File: src/rtl/seq_mul_16_pkg.sv
// Shared definitions for the sequential 16x16 multiplier: state encoding,
// iteration count and counter width.
package seq_mul_16_pkg;

  typedef enum logic [1:0] {
    ST_IDLE = 2'd0,
    ST_CALC = 2'd1,
    ST_DONE = 2'd2
  } state_t;

  localparam int MUL_ITER = 16;
  localparam int CNT_W    = 4;
  localparam int ADD_W    = 16;

endpackage

File: src/rtl/full_add_16.sv
// 16-bit two-level carry-lookahead adder: four 4-bit CLA groups whose group
// generate/propagate terms feed a second 4-bit lookahead stage.
module full_add_16 (
  input  logic [15:0] a,
  input  logic [15:0] b,
  input  logic        cin,
  output logic [15:0] sum,
  output logic        cout
);

  // Carries c[1..4] of one 4-bit lookahead block; c[0] is the block carry-in.
  function automatic logic [4:0] cla4(input logic [3:0] g, input logic [3:0] p,
                                      input logic ci);
    logic [4:0] c;
    c[0] = ci;
    c[1] = g[0] | (p[0] & ci);
    c[2] = g[1] | (p[1] & g[0]) | (p[1] & p[0] & ci);
    c[3] = g[2] | (p[2] & g[1]) | (p[2] & p[1] & g[0]) | (p[2] & p[1] & p[0] & ci);
    c[4] = g[3] | (p[3] & g[2]) | (p[3] & p[2] & g[1]) | (p[3] & p[2] & p[1] & g[0])
         | (p[3] & p[2] & p[1] & p[0] & ci);
    return c;
  endfunction

  logic [15:0] g_bit;
  logic [15:0] p_bit;
  logic [3:0]  g_grp;
  logic [3:0]  p_grp;
  logic [4:0]  c_grp;
  logic [15:0] c_bit;

  assign g_bit = a & b;
  assign p_bit = a ^ b;

  always_comb begin
    logic [4:0] c_tmp;
    g_grp = '0;
    p_grp = '0;
    for (int j = 0; j < 4; j++) begin
      c_tmp    = cla4(g_bit[4*j +: 4], p_bit[4*j +: 4], 1'b0);
      g_grp[j] = c_tmp[4];
      p_grp[j] = &p_bit[4*j +: 4];
    end
  end

  assign c_grp = cla4(g_grp, p_grp, cin);

  always_comb begin
    logic [4:0] c_tmp;
    c_bit = '0;
    for (int j = 0; j < 4; j++) begin
      c_tmp           = cla4(g_bit[4*j +: 4], p_bit[4*j +: 4], c_grp[j]);
      c_bit[4*j +: 4] = c_tmp[3:0];
    end
  end

  assign sum  = p_bit ^ c_bit;
  assign cout = c_grp[4];

endmodule

File: src/rtl/seq_mul_16.sv
// Unsigned 16x16->32 shift-and-add multiplier with fixed 16-iteration latency.
// Each CALC cycle adds M (or 0) into the upper half and shifts the 17-bit sum right.
module seq_mul_16
  import seq_mul_16_pkg::*;
#(
  parameter int WIDTH = 16
) (
  input  logic               clk,
  input  logic               rst,
  input  logic               start,
  input  logic [WIDTH-1:0]   a,
  input  logic [WIDTH-1:0]   b,
  output logic               ready,
  output logic               busy,
  output logic               done,
  output logic [2*WIDTH-1:0] product
);

  // The iteration adder is a fixed 16-bit instance.
  if (WIDTH != ADD_W) begin : g_width_check
    $error("seq_mul_16: WIDTH must be 16");
  end

  state_t             state;
  state_t             state_nxt;
  logic [CNT_W-1:0]   cnt;
  logic [WIDTH-1:0]   m_reg;
  logic [2*WIDTH-1:0] p_reg;
  logic [WIDTH-1:0]   add_b;
  logic [WIDTH-1:0]   add_s;
  logic               add_co;
  logic [2*WIDTH-1:0] p_shift;
  logic               last_iter;

  assign add_b = p_reg[0] ? m_reg : '0;

  full_add_16 u_add (
    .a    (p_reg[2*WIDTH-1:WIDTH]),
    .b    (add_b),
    .cin  (1'b0),
    .sum  (add_s),
    .cout (add_co)
  );

  // Carry-out lands in bit 31; dropping it would corrupt large products.
  assign p_shift   = {add_co, add_s, p_reg[WIDTH-1:1]};
  assign last_iter = (cnt == CNT_W'(MUL_ITER - 1));

  always_ff @(posedge clk) begin
    if (rst) state <= ST_IDLE;
    else     state <= state_nxt;
  end

  always_comb begin
    state_nxt = state;
    case (state)
      ST_IDLE: if (start) state_nxt = ST_CALC;
      ST_CALC: if (last_iter) state_nxt = ST_DONE;
      ST_DONE: state_nxt = ST_IDLE;
      default: state_nxt = ST_IDLE;
    endcase
  end

  always_comb begin
    ready = (state == ST_IDLE);
    busy  = (state == ST_CALC) || (state == ST_DONE);
    done  = (state == ST_DONE);
  end

  always_ff @(posedge clk) begin
    if (rst) begin
      cnt     <= '0;
      m_reg   <= '0;
      p_reg   <= '0;
      product <= '0;
    end else begin
      case (state)
        ST_IDLE: begin
          if (start) begin
            m_reg <= a;
            p_reg <= {{WIDTH{1'b0}}, b};
            cnt   <= '0;
          end
        end
        ST_CALC: begin
          p_reg <= p_shift;
          cnt   <= cnt + CNT_W'(1);
          // Publish on the last iteration so product is valid alongside done.
          if (last_iter) product <= p_shift;
        end
        default: ;
      endcase
    end
  end

endmodule

File: config.mk
export PLATFORM = sky130hd
export DESIGN_NAME = seq_mul_16
export DESIGN_NICKNAME = d
export VERILOG_FILES = /design/src/rtl/seq_mul_16_pkg.sv /design/src/rtl/full_add_16.sv /design/src/rtl/seq_mul_16.sv
export SDC_FILE = /design/constraint.sdc
export NUM_CORES = 1
export LEC_CHECK = 0
export CAP_MARGIN = 20
export CORE_UTILIZATION = 29
export CTS_CLUSTER_SIZE = 14
export DETAILED_ROUTE_END_ITERATION = 7
export DONT_BUFFER_PORTS = 1
export PLACE_DENSITY = 0.51
export SETUP_SLACK_MARGIN = 0.3
export SYNTH_ARGS = -nofsm -noshare
export SYNTH_HDL_FRONTEND = slang
export SYNTH_SLANG_ARGS = --single-unit
File: constraint.sdc
create_clock -name clk -period 4.3 [get_ports clk]
set_input_delay 0.86 -clock clk [delete_from_list [all_inputs] [get_ports clk]]
set_output_delay 0.86 -clock clk [all_outputs]
set_load 0.01 [all_outputs]
# Word level (Yosys, flattened, before mapping)
# Cells that the tools add are included.
# Widths: inputs -> output; s select.
dict set report word_totals {
  ff_bits 86
  latchBits 0
  mem_bits_rw 0
  romBits 0
  inputBits 35
  output_inout_bits 35
  elab_cells 131
  memories 0
}
dict set report classes {
  add_sub_neg 1
  multipliers 0
  n_div 0
  order_cmp 0
  n_eq_ne 5
  shifts 0
  n_mux 8
  n_bitwise 102
  reduce_logical 10
}
# cell n
set ops {}
lappend ops {{$pmux 32 s2} 1}
lappend ops {{$and 1x1->1} 60}
lappend ops {{$or 1x1->1} 39}
lappend ops {{$mux 32} 1}
lappend ops {{$xor 16x16->16} 2}
lappend ops {{$and 16x16->16} 1}
lappend ops {{$mux 16} 1}
lappend ops {{$reduce_and 4->1} 3}
lappend ops {{$pmux 4 s2} 1}
lappend ops {{$reduce_and 2->1} 4}
lappend ops {{$add 4x1->4 const B} 1}
lappend ops {{$eq 4x4->1 const B} 1}
lappend ops {{$mux 2} 2}
lappend ops {{$mux 4} 1}
lappend ops {{$ne 2x2->1 const B} 2}
lappend ops {{$pmux 2 s2} 1}
lappend ops {{$eq 2x1->1 const B} 1}
lappend ops {{$eq 2x2->1 const B} 1}
lappend ops {{$logic_not 2->1} 1}
lappend ops {{$reduce_bool 2->1} 1}
lappend ops {{$logic_or 1x1->1} 1}

# Logic depth before layout (Yosys ltp)
dict set report depth {
  ltp_word 13
  ltp_mapped 13
  mapped_depth_nobuf 12
}

# Cells and area by module
# A second synthesis with hierarchy kept.
dict set report unflattened {
  hier_cells 484
  area_unflattened_um2 4269.1
}
# mod instances cells_each area_each_um2 seq_area_each_um2
set modules_own_cells {}
lappend modules_own_cells {seq_mul_16 1 396 3550.9 1721.7}
lappend modules_own_cells {full_add_16 1 88 718.2 0.0}

# Worst setup path after synthesis
# No wires, ideal clock.
dict set report synth_path {
  kind {register -> register}
  start {register p_reg[0]}
  end {register p_reg[28]}
  setup_ns 0.127
  t_arrival_ns 2.598
  required_time_ns 4.173
  slack_ns 1.576
  path_stages_with_launch 14
  path_buffers 1
  synth_period_minus_slack_ns 2.724
  cell_sequence {dfxtp_1 -> clkbuf_1 -> nand2_1 -> inv_1 -> ha_1 -> a41oi_2 -> o21ai_2 -> a32oi_2 -> o21ai_2 -> a21o_2 -> fa_1 -> xnor2_1 -> o21ai_0 -> nor2b_1}
}
dict set report synth_between {
  elab_chain_len 13
  word_cells_on_any_way 38
  classes_between {2 x mux; 34 x bitwise; 2 x reduce/logical}
}
# item line
set synth_lines {}
lappend synth_lines {{start: declaration} seq_mul_16.sv:28} ;# logic [2*WIDTH-1:0] p_reg;
lappend synth_lines {{start signal: assignment} seq_mul_16.sv:81} ;# p_reg <= {{WIDTH{1'b0}}, b};
lappend synth_lines {{start signal: assignment} seq_mul_16.sv:86} ;# p_reg <= p_shift;
lappend synth_lines {{$mux 16 *} seq_mul_16.sv:35} ;# assign add_b = p_reg[0] ? m_reg : '0;
lappend synth_lines {{$xor 16x16->16 or $and 16x16->16 (tied branches)} {full_add_16.sv:32, full_add_16.sv:31}}
lappend synth_lines {{$and 1x1->1} full_add_16.sv:19} ;# c[4] = g[3] | (p[3] & g[2]) | (p[3] & p[2] & g[1]) | (p[3] & p[2] & p[1] & g[0])
lappend synth_lines {{$or 1x1->1 or $and 1x1->1 (tied branches) (2 in series)} full_add_16.sv:19}
lappend synth_lines {{$or 1x1->1} --}
lappend synth_lines {{$and 1x1->1} full_add_16.sv:18} ;# c[3] = g[2] | (p[2] & g[1]) | (p[2] & p[1] & g[0]) | (p[2] & p[1] & p[0] & ci);
lappend synth_lines {{$or 1x1->1 (2 in series)} full_add_16.sv:18}
lappend synth_lines {{$and 1x1->1} full_add_16.sv:16} ;# c[1] = g[0] | (p[0] & ci);
lappend synth_lines {{$or 1x1->1} full_add_16.sv:16}
lappend synth_lines {{$xor 16x16->16 *} full_add_16.sv:56} ;# assign sum = p_bit ^ c_bit;
lappend synth_lines {{$pmux 32 s2 *} seq_mul_16.sv:77} ;# case (state)
# Every way passes the cells marked *; elsewhere a longest branch is shown, timed or not.
# A chain may end at the register's enable or synchronous reset.

# Worst setup path after layout
# Ends and elaborated chain as after synthesis.

==> results.cfg <==
[run_status]
status = finished, final reports clean

[final_layout]
utilization_pct = 33.2
finalNetCount = 510
drive_above_1_share_pct = 5.92
diodes = 0
area_delta_synth_final_pct = 11.7

[synth]
synth.net_count = 522
seq_area_frac_synth_pct = 43.7
avgSynthCellArea_um2 = 8.51
synth-seq-cells = 86
ys.flop_type = dfxtp_1
synthCells = 463
syn-cell-area_um2 = 3940
netlist-cell-type-count = 39
synth_edf_count = 0
synth-warning-count = 0
synthArstFlopShare_pct = 0

[clock_tree]
cts_buffers = 9
ctsRootBufferMaster = clkbuf_16
cts_tree = done
clk_pin_slew_ns = 0.06
post_cts_resized = 0
cts.sinks = 86
clockBufferDepth = 2
holdBufCountCts = 0
h-tree-depth = 3
cts_setup_buffers = 0
worstSkewPairLatency_ns = 0.34

[global_route]
grt_use_total_pct = 13.8
overflow = 0
grt_max_degree = 87
grt_pass1_vias = 3072
grt_pass1_wl_mm = 15.3
antenna_found_initial = 0

[worst_setup_path]
start_kind = flop
crit_path_max_incr_delay_ns = 0.53
startpoint = p_reg[0]$_SDFFE_PP0P_
crit_path_cell_trace = nand2_1 -> inv_1 -> ha_1 -> a41oi_2 -> o21ai_2 -> a32oi_2 -> o21ai_2 -> a21o_2 -> fa_1 -> xnor2_1 -> o21ai_0 -> nor2b_1
crit_arrival_ns = 3.10
reg2reg_from = p_reg[0]$_SDFFE_PP0P_
cp_max_fo = 17
crit_type = reg -> reg
endpoint = p_reg[28]$_SDFFE_PP0P_
cp_common_cell = o21ai_2
crit_path_end_kind = flop
worstRegToRegCells = 12
regToRegSetupSlack_ns = 1.43
r2r_end = p_reg[28]$_SDFFE_PP0P_
cp_slowest_cell = dfxtp_1
crit_required_ns = 4.53

[power_and_ir_drop]
power_density_nw_per_um2 = 402
swShare_pct = 23.2
p_switching_uw = 411
ir_worst_vdd_mv = 0.156
leakagePower_uw = 0.00167
p_total_uw = 1770
p_seq_share_pct = 48.0
combPwrFrac_pct = 7.7
pwr-share-clk_pct = 44.3
power.internal_uw = 1360

[timing]
skew_ns = 0.00814
hold_violations = 0
max_freq_ghz = 0.348
maxSlewHeadroom_pct = 48.3
finalSetupViolCount = 0
fin_crit_sh_pct = 66.7
slew_viol_final = 0
finalWorstSetupSlack_ns = 1.43
worst_pin_slew_ns = 0.774
rsz0062_at_grt = no
fin_setup_tns_ns = 0
worst_hold_slack_ns = 0.446
period_needed_ns = 2.87

[route]
drt-initial-drc-count = 126
vias = 3041
wirelength_mm = 9.19
wire_per_inst_um = 14.5
ant_nets = 0
dr.pass1.iters = 5
drc = 0
viasPerCell = 4.81

[placement]
gp_congestion = 0.850
port_buffers = 0
post-dp-hpwl_mm = 6.53
pre_cts_slack_ns = 1.40

[die]
die_h_um = 119
die_x_um = 119
rows = 42
initial_core_util_pct = 29.8
dieArea_um2 = 14100
fp.coreArea_um2 = 13200
io_pins = 70

[worst_hold_path]
hold_path_class = reg -> reg

[run]
maxCapViolCount = 0
[worst min-delay path by stage]
stage / to / cells after the start / startpoint
after floorplan: m_reg[0]$_SDFFE_PP0P_ / 2 / m_reg[0]$_SDFFE_PP0P_
after detailed placement: m_reg[0]$_SDFFE_PP0P_ / 2 / m_reg[0]$_SDFFE_PP0P_
final: m_reg[14]$_SDFFE_PP0P_ / 2 / m_reg[14]$_SDFFE_PP0P_
after global routing: m_reg[3]$_SDFFE_PP0P_ / 2 / m_reg[3]$_SDFFE_PP0P_
after CTS: m_reg[14]$_SDFFE_PP0P_ / 2 / m_reg[14]$_SDFFE_PP0P_
after global placement: m_reg[4]$_SDFFE_PP0P_ / 2 / m_reg[4]$_SDFFE_PP0P_
[synthesized netlist by cell type (2+ instances only)]
| library cell | number | share of area [%] |
|---|---|---|
| nor2_1 | 48 | 4.6 |
| o21ai_2 | 2 | 0.44 |
| xor2_1 | 4 | 0.89 |
| a21oi_1 | 54 | 6.9 |
| ha_1 | 20 | 6.3 |
| o31ai_1 | 2 | 0.38 |
| dfxtp_1 | 86 | 44 |
| a31oi_1 | 3 | 0.48 |
| a211oi_1 | 20 | 3.8 |
| or4b_1 | 2 | 0.51 |
| a22o_1 | 2 | 0.44 |
| fa_1 | 4 | 2.0 |
| inv_1 | 9 | 0.86 |
| clkbuf_1 | 26 | 2.5 |
| buf_1 | 2 | 0.19 |
| nor3_1 | 4 | 0.51 |
| nand4b_1 | 2 | 0.44 |
| o21ai_0 | 4 | 0.51 |
| o21ai_1 | 2 | 0.25 |
| nand2_1 | 92 | 8.8 |
| a21o_1 | 3 | 0.57 |
| mux2i_1 | 19 | 4.8 |
| o21a_1 | 2 | 0.38 |
| nand2b_1 | 2 | 0.32 |
| a22oi_1 | 13 | 2.5 |
| and2_1 | 17 | 2.7 |
| xnor2_1 | 6 | 1.3 |
| nand3_1 | 2 | 0.25 |
[logic make-up (layout without fill, tap and decap cells)]
family,count (synthesis),after routing,share of synthesized area [%]
buffers and inverters,37,30,3.52
AND/OR/NAND/NOR,173,173,18.7
adder cells (fa/ha/maj),24,24,8.38
AO/OA/AOI/OAI,114,114,18.7
XOR/XNOR,10,10,2.22
flip-flops,86,86,43.7
multiplexers,19,19,4.83
[worst max-delay path, delay by kind of cell, from the launching register on]
family,cells,cell delay [ns]
xor gates and xnor gates,1,0.20
and+or+nand+nor,2,0.30
AOI/OAI and AO/OA,6,1.05
adders and majority gates,2,0.61
DFF,1,0.53
buffers and inverters,1,0.08
[stage by stage]
| step | instances | area [µm²] |
|---|---|---|
| 2_1_floorplan | 463 | 3940 |
| 3_3_place_gp | 616 | 4100 |
| 3_5_place_dp | 616 | 4100 |
| 4_1_cts | 632 | 4400 |
| 5_1_grt | 632 | 4400 |
| 6_report | 632 | 4400 |
[cell usage in the layout, fill, tap and decap left out, types with 5 or more instances in the layout]
| master | synthesis | final |
|---|---|---|
| nand2_1 | 92 | 92 |
| dfxtp_1 | 86 | 86 |
| a21oi_1 | 54 | 54 |
| nor2_1 | 48 | 47 |
| a211oi_1 | 20 | 20 |
| ha_1 | 20 | 20 |
| mux2i_1 | 19 | 19 |
| and2_1 | 17 | 17 |
| a22oi_1 | 13 | 13 |
| inv_1 | 9 | 9 |
| clkbuf_16 | 0 | 9 |
| xnor2_1 | 6 | 6 |
| buf_4 | 0 | 5 |
[power by group through the flow]
stage / combinational (µW) / clock, µW / sequential, µW
finish: 137 / 784 / 849
detailed placement: 139 / 0 / 867
global route: 156 / 846 / 854
floorplan: 120 / 0 / 859
CTS: 139 / 807 / 850
global placement: 135 / 0 / 867
[final cells by class]
cell class | instances | area (µm²)
multi-input combinational | 340 | 2090
fill | 1401 | 8840
inverter | 9 | 33.8
timing repair buffer | 5 | 37.5
clock buffer | 13 | 260
clock inverter | 3 | 42.5
sequential | 86 | 1720
tap | 176 | 220
[routing by layer]
layer / wire, µm / global-route usage [%] / vias to the layer above
met4: 179 / 5.62 / 0
met1: 4340 / 17.3 / 1409
met3: 610 / 5.16 / 11
met5: 0 / 0 / -
li1: - / - / 1568
met2: 4060 / 21.1 / 53
Note: power is estimated with default switching activity, not from simulation.
